==> config.mk <==
export PLATFORM = sky130hd
export DESIGN_NAME = capture_ctrl
export DESIGN_NICKNAME = d
export VERILOG_FILES = /design/src/rtl/capture_pkg.sv /design/src/rtl/cs_sync.sv /design/src/rtl/capture_ctrl.sv
export SDC_FILE = /design/constraint.sdc
export NUM_CORES = 1
export LEC_CHECK = 0
export CAP_MARGIN = 20
export CELL_PAD_IN_SITES_DETAIL_PLACEMENT = 1
export CELL_PAD_IN_SITES_GLOBAL_PLACEMENT = 1
export CORE_MARGIN = 4
export CORE_UTILIZATION = 32
export CTS_CLUSTER_DIAMETER = 150
export DETAILED_ROUTE_END_ITERATION = 10
export PLACE_DENSITY_LB_ADDON = 0.15
export SYNTH_ARGS = -nofsm -noshare
export SYNTH_HDL_FRONTEND = slang
export SYNTH_SLANG_ARGS = --single-unit
export TNS_END_PERCENT = 10
==> constraint.sdc <==
create_clock -name clk -period 2.2 [get_ports clk]
set_clock_uncertainty 0.2 [all_clocks]
set_input_delay 0.22 -clock clk [delete_from_list [all_inputs] [get_ports clk]]
set_output_delay 0.22 -clock clk [all_outputs]
set_load 0.02 [all_outputs]
==> src/rtl/capture_pkg.sv <==
// Shared command codes, mode/tx-state encodings and the status byte layout
// for the SPI capture controller.
package capture_pkg;

  localparam logic [7:0] CMD_START  = 8'h01;
  localparam logic [7:0] CMD_STOP   = 8'h02;
  localparam logic [7:0] CMD_STATUS = 8'h03;
  localparam logic [7:0] CMD_READ   = 8'h04;
  localparam logic [7:0] CMD_CLEAR  = 8'h05;

  typedef enum logic {
    M_CMD,
    M_READ
  } mode_t;

  typedef enum logic [1:0] {
    TX_IDLE,
    TX_FETCH,
    TX_LOAD
  } tx_state_t;

  // Status byte as seen by the SPI master: {full, empty, capture_en, drops[4:0]}
  function automatic logic [7:0] statusByte(input logic full, input logic empty,
                                            input logic cap, input logic [4:0] ovf);
    return {full, empty, cap, ovf};
  endfunction

endpackage

==> src/rtl/cs_sync.sv <==
// Flop synchronizer for the asynchronous chip select with a one-cycle pulse
// on each synchronized rising edge (deselect).
module cs_sync #(
  parameter int STAGES = 2
) (
  input  logic clk,
  input  logic rst_n,
  input  logic i_async,
  output logic o_rise
);

  logic [STAGES-1:0] r_sync;
  logic              r_last;

  // Resets to the deselected level so releasing reset never fakes an edge
  always_ff @(posedge clk) begin
    if (!rst_n) begin
      r_sync <= '1;
      r_last <= 1'b1;
    end else begin
      r_sync[0] <= i_async;
      for (int k = 1; k < STAGES; k++) begin
        r_sync[k] <= r_sync[k-1];
      end
      r_last <= r_sync[STAGES-1];
    end
  end

  assign o_rise = r_sync[STAGES-1] & ~r_last;

endmodule

==> src/rtl/capture_ctrl.sv <==
// SPI command controller: decodes command bytes, gates capture, streams FIFO
// bytes back on reads, answers status requests and counts dropped samples.
module capture_ctrl
  import capture_pkg::*;
#(
  parameter int         OVF_W          = 5,
  parameter logic [7:0] IDLE_BYTE      = 8'hA5,
  parameter logic [7:0] EMPTY_BYTE     = 8'h00,
  parameter int         CS_SYNC_STAGES = 2
) (
  input  logic             clk,
  input  logic             rst_n,
  input  logic [7:0]       spi_rx_data,
  input  logic             spi_rx_valid,
  input  logic             spi_tx_req,
  input  logic             cs,
  output logic [7:0]       spi_tx_data,
  output logic             spi_tx_valid,
  output logic             capture_en,
  output logic             fifo_clear,
  output logic             fifo_rd_en,
  input  logic [7:0]       fifo_rd_data,
  input  logic             fifo_empty,
  input  logic             fifo_full,
  input  logic             sample_drop,
  output logic [OVF_W-1:0] ovf_count
);

  logic             w_cs_rise;
  mode_t            r_mode;
  tx_state_t        r_tx_state;
  tx_state_t        w_tx_state_next;
  logic             r_capture_en;
  logic             r_status_armed;
  logic             r_fifo_clear;
  logic             r_fifo_rd_en;
  logic             r_tx_valid;
  logic [7:0]       r_tx_data;
  logic [OVF_W-1:0] r_ovf_count;

  logic             w_cmd_valid;
  logic             w_cmd_start;
  logic             w_cmd_stop;
  logic             w_cmd_status;
  logic             w_cmd_read;
  logic             w_cmd_clear;
  logic             w_ovf_sat;
  logic [4:0]       w_ovf5;
  logic [7:0]       w_status_byte;
  logic             w_status_taken;
  logic             w_tx_valid_next;
  logic [7:0]       w_tx_data_next;
  logic             w_rd_en_next;

  cs_sync #(
    .STAGES (CS_SYNC_STAGES)
  ) u_cs_sync (
    .clk     (clk),
    .rst_n   (rst_n),
    .i_async (cs),
    .o_rise  (w_cs_rise)
  );

  assign w_cmd_valid  = spi_rx_valid && (r_mode == M_CMD);
  assign w_cmd_start  = w_cmd_valid && (spi_rx_data == CMD_START);
  assign w_cmd_stop   = w_cmd_valid && (spi_rx_data == CMD_STOP);
  assign w_cmd_status = w_cmd_valid && (spi_rx_data == CMD_STATUS);
  assign w_cmd_read   = w_cmd_valid && (spi_rx_data == CMD_READ);
  assign w_cmd_clear  = w_cmd_valid && (spi_rx_data == CMD_CLEAR);

  // Deselect wins over anything decoded in the same cycle
  always_ff @(posedge clk) begin
    if (!rst_n) begin
      r_mode         <= M_CMD;
      r_capture_en   <= 1'b0;
      r_status_armed <= 1'b0;
      r_fifo_clear   <= 1'b0;
    end else begin
      r_fifo_clear <= w_cmd_clear;

      if (w_cs_rise) begin
        r_mode <= M_CMD;
      end else if (w_cmd_read) begin
        r_mode <= M_READ;
      end

      if (w_cmd_start) begin
        r_capture_en <= 1'b1;
      end else if (w_cmd_stop) begin
        r_capture_en <= 1'b0;
      end

      if (w_cs_rise) begin
        r_status_armed <= 1'b0;
      end else if (w_cmd_status) begin
        r_status_armed <= 1'b1;
      end else if (w_status_taken) begin
        r_status_armed <= 1'b0;
      end
    end
  end

  assign w_ovf_sat = &r_ovf_count;

  always_ff @(posedge clk) begin
    if (!rst_n) begin
      r_ovf_count <= '0;
    end else if (w_cmd_clear) begin
      r_ovf_count <= '0;
    end else if (sample_drop && !w_ovf_sat) begin
      r_ovf_count <= r_ovf_count + OVF_W'(1);
    end
  end

  // Status byte always carries exactly five counter bits
  if (OVF_W >= 5) begin : g_ovf_wide
    assign w_ovf5 = r_ovf_count[4:0];
  end else begin : g_ovf_narrow
    assign w_ovf5 = {{(5-OVF_W){1'b0}}, r_ovf_count};
  end

  assign w_status_byte = statusByte(fifo_full, fifo_empty, r_capture_en, w_ovf5);

  always_comb begin
    w_tx_state_next = r_tx_state;
    w_tx_valid_next = 1'b0;
    w_tx_data_next  = r_tx_data;
    w_rd_en_next    = 1'b0;
    w_status_taken  = 1'b0;
    unique case (r_tx_state)
      TX_IDLE: begin
        if (spi_tx_req) begin
          if (r_status_armed) begin
            w_tx_valid_next = 1'b1;
            w_tx_data_next  = w_status_byte;
            w_status_taken  = 1'b1;
          end else if ((r_mode == M_READ) && !fifo_empty && !r_fifo_clear) begin
            w_rd_en_next    = 1'b1;
            w_tx_state_next = TX_FETCH;
          end else if (r_mode == M_READ) begin
            w_tx_valid_next = 1'b1;
            w_tx_data_next  = EMPTY_BYTE;
          end else begin
            w_tx_valid_next = 1'b1;
            w_tx_data_next  = IDLE_BYTE;
          end
        end
      end
      TX_FETCH: begin
        w_tx_state_next = TX_LOAD;
      end
      TX_LOAD: begin
        w_tx_valid_next = 1'b1;
        w_tx_data_next  = fifo_rd_data;
        w_tx_state_next = TX_IDLE;
      end
      default: begin
        w_tx_state_next = TX_IDLE;
      end
    endcase
  end

  // Reset here also abandons an in-flight fetch, so no late tx_valid escapes
  always_ff @(posedge clk) begin
    if (!rst_n) begin
      r_tx_state   <= TX_IDLE;
      r_tx_valid   <= 1'b0;
      r_tx_data    <= IDLE_BYTE;
      r_fifo_rd_en <= 1'b0;
    end else begin
      r_tx_state   <= w_tx_state_next;
      r_tx_valid   <= w_tx_valid_next;
      r_tx_data    <= w_tx_data_next;
      r_fifo_rd_en <= w_rd_en_next;
    end
  end

  assign spi_tx_data  = r_tx_data;
  assign spi_tx_valid = r_tx_valid;
  assign capture_en   = r_capture_en;
  assign fifo_clear   = r_fifo_clear;
  assign fifo_rd_en   = r_fifo_rd_en;
  assign ovf_count    = r_ovf_count;

endmodule

==> results by group <==
Global route
  – Vias in the first global route: about 1200
  – Largest net degree at the start of global routing: 14
  – Total track usage: 14.6%
  – First-pass GRT wire length: between 5 and 6 mm
  – Gr ovfl total: 0
  – Initial antenna violation count: 0

Layout
  – Share of cells above drive strength 1: between 10% and 20%
  – Area growth syn-to-layout: 46.2%
  – Core Util, Final: 49.8%
  – Cell area after layout: 0.00172 sq mm
  – NumNets Final: 197
  – Antenna Cells: 0
  – Fillers: 399

Power and ir drop
  – Flop pwr share: 50.9%
  – Leak pwr: 0.630 nW
  – Combinational cell fraction of total power: around 16%
  – Tot Pwr: 0.894 mW
  – P per Cell Area: 521 mW/mm^2
  – Sw frac: 23.0%
  – Clock power share: about a third
  – Maximum vdd drop: 0.201 mV
  – Internal power: between 0.6 and 0.7 mW
  – Psw: 0.206 mW

Timing
  – Fin crit share: 85.7%
  – Worst rel slew slack: between 60% and 70%
  – RSZ-0062 raised after global routing: no
  – Fmax achieved: 0.530 GHz
  – Max-slew violations: 0
  – Setup TNS: 0 ns
  – WHS: around 0.22 ns
  – Final setup fails: 0
  – Min cycle time layout: 1.89 ns
  – Slew @ Worst Pin: 0.490 ns
  – Final Hold Fails: 0

Placement
  – Port Buffer Count: 40
  – Area after DPL: roughly 0.0017 sq mm
  – HPWL Detailed: 2.60 mm
  – Final Wtd Congestion: 0.789

Critical path
  – Critical path's most frequent cell: ha_1
  – Worst path max stage delay: about 0.37 ns
  – Worst-path cell with the longest stage delay: dfxtp_1
  – Crit path max fanout: 5
  – CP Cell Sequence: ha_1 -> and3_1 -> ha_1 -> nand2b_1 -> or3_1 -> a21oi_1
  – Arrival time worst endpoint: 1.89 ns
  – Startpoint types: register
  – CP endpoint kind: register
  – Crit Path Class: register to register
  – WP data required: 2.20 ns

Clock tree
  – Num CTS Buffers: 3
  – CTS resizes: 0
  – CTS clk-pin slew, worst paths: 0.08 ns
  – Clock Latency Late Sink: approximately 0.26 ns
  – Root Driver: clkbuf_8
  – Clock Tree Buf Depth: 2
  – Post-cts hold buffer count: 0
  – CTS Sinks: 24
  – Post-CTS Setup Bufs: 0
  – TritonCTS clock tree: built
  – Htree depth: 1

Routing
  – Final ANT Viol Nets: 0
  – DRC: 0
  – Wire per inst: roughly 15 um
  – Drt first pass iters: 4
  – Initial drt markers: 42
  – Final wirelength: 3.14 mm
  – Vias: 1131
  – Vias per inst: 5.24

Synthesis
  – Synth top cells by count: dfxtp_1, a211oi_1, nor2_1
  – Yosys reg bits: 24
  – Post-Synthesis Cell Area: between 0.001 and 0.0015 sq mm
  – Synth Flop Type: dfxtp_1
  – Async SR Flop Fraction: 0%
  – Post-synth EDFFs: 0
  – Synth unique cells: 43
  – Sequential share of the synthesized area: 40.9%
  – Net Count, Synth: 150
  – Syn avg cell area: about 9.5 sq um
  – Yosys warnings: 0
  – Syn Inst Count: 124
  – Area leader, netlist: dfxtp_1
  – Most frequent cell after synthesis: dfxtp_1
  – Share of the synthesized area in the top cell type: 40.9%
  – Largest cells by area after synthesis: dfxtp_1, a211oi_1, a31oi_1

Die
  – Chip Width: 68.6 um
  – Starting Density: between 30 and 40%
  – Full die area: ~0.0047 sq mm
  – # IOs: between 40 and 50
  – Chip Height: 68.6 um
  – Std-Cell Rows: 21
  – Core area: 0.00344 sq mm

Job
  – Max_cap viols: 0

Hold path
  – HP Class: register to register

Status
  – Outcome: finished, final reports clean
## power groups by stage
stage / Sequential (mW) / Combinational [mW] / Clock, mW
after floorplan: 0.479 / 0.0426 / 0
after global placement: 0.465 / 0.143 / 0
after detailed placement: 0.466 / 0.146 / 0
after CTS: 0.455 / 0.147 / 0.303
after global routing: 0.457 / 0.157 / 0.324
final: 0.455 / 0.145 / 0.295
## sequential cells by signal (all words and copies together) (netlist names)
signal,count
fifo_rd_en,1
spi_tx_data,8
u_cs_sync.r_last,1
r_mode,1
fifo_clear,1
u_cs_sync.r_sync,2
ovf_count,5
capture_en,1
r_status_armed,1
r_tx_state,2
spi_tx_valid,1
## cell type report
class                      instances  area [sq um]  share of cell area (%)
clock buffer                       4          55.1                    3.21
tap                               46          57.6                    3.36
timing repair buffer              49           468                    27.3
inverter                           2          7.51                   0.438
multi-input combinational         91           647                    37.7
sequential                        24           480                    28.0
## worst max-delay path, delay by kind of cell, from the launching register on
kind	cells	cell delay (ns)
fa+ha+maj	2	0.39
simple gates	3	0.73
compound gates	1	0.14
flops	1	0.37
## path summary, 6_finish.rpt
| check | from | end | slack, ns | cells after the start |
|---|---|---|---|---|
| worst min-delay path | u_cs_sync.r_sync[0]$_SDFF_PN1_ | u_cs_sync.r_sync[1]$_SDFF_PN1_ | 0.22 | 1 |
| worst max-delay path | ovf_count[1]$_SDFFE_PP0P_ | ovf_count[3]$_SDFFE_PP0P_ | 0.31 | 6 |
| worst min register to register | u_cs_sync.r_sync[0]$_SDFF_PN1_ | u_cs_sync.r_sync[1]$_SDFF_PN1_ | 0.22 | 1 |
| worst max register to register | ovf_count[1]$_SDFFE_PP0P_ | ovf_count[3]$_SDFFE_PP0P_ | 0.31 | 6 |
## metal layers
metal / vias up / GRT usage [%] / wire length (um)
met3: 2 / 1.94 / 105
met1: 542 / 18.1 / 1460
met2: 24 / 26.1 / 1540
li1: 563 / - / -
met5: - / 0 / 0
met4: 0 / 4.47 / 30
## logic make-up after synthesis
group                      synth area share, %
adders and majority gates                 2.13
DFF                                       40.9
AOI/OAI and AO/OA                         23.8
buffers and inverters                     3.94
xor gates and xnor gates                  1.49
and+or+nand+nor                           27.7
## placed cells by master, fill, tap and decap left out, types with 4 or more instances in the layout
cell,Yosys,routed
nand2_1,6,6
a31oi_1,6,6
clkdlybuf4s50_1,0,40
nand2b_1,6,6
clkbuf_8,0,4
buf_4,0,9
nor2_1,9,9
and3b_1,4,4
a211oi_1,11,11
a21oi_1,6,6
dfxtp_1,24,24
## metrics by stage
stage,worst slack (ns),std cells
after floorplan,0.317,124
after global placement,0.108,212
after detailed placement,0.0582,212
after CTS,0.311,216
after global routing,0.194,216
final,0.314,216
Power figures use the tool's default switching activity.
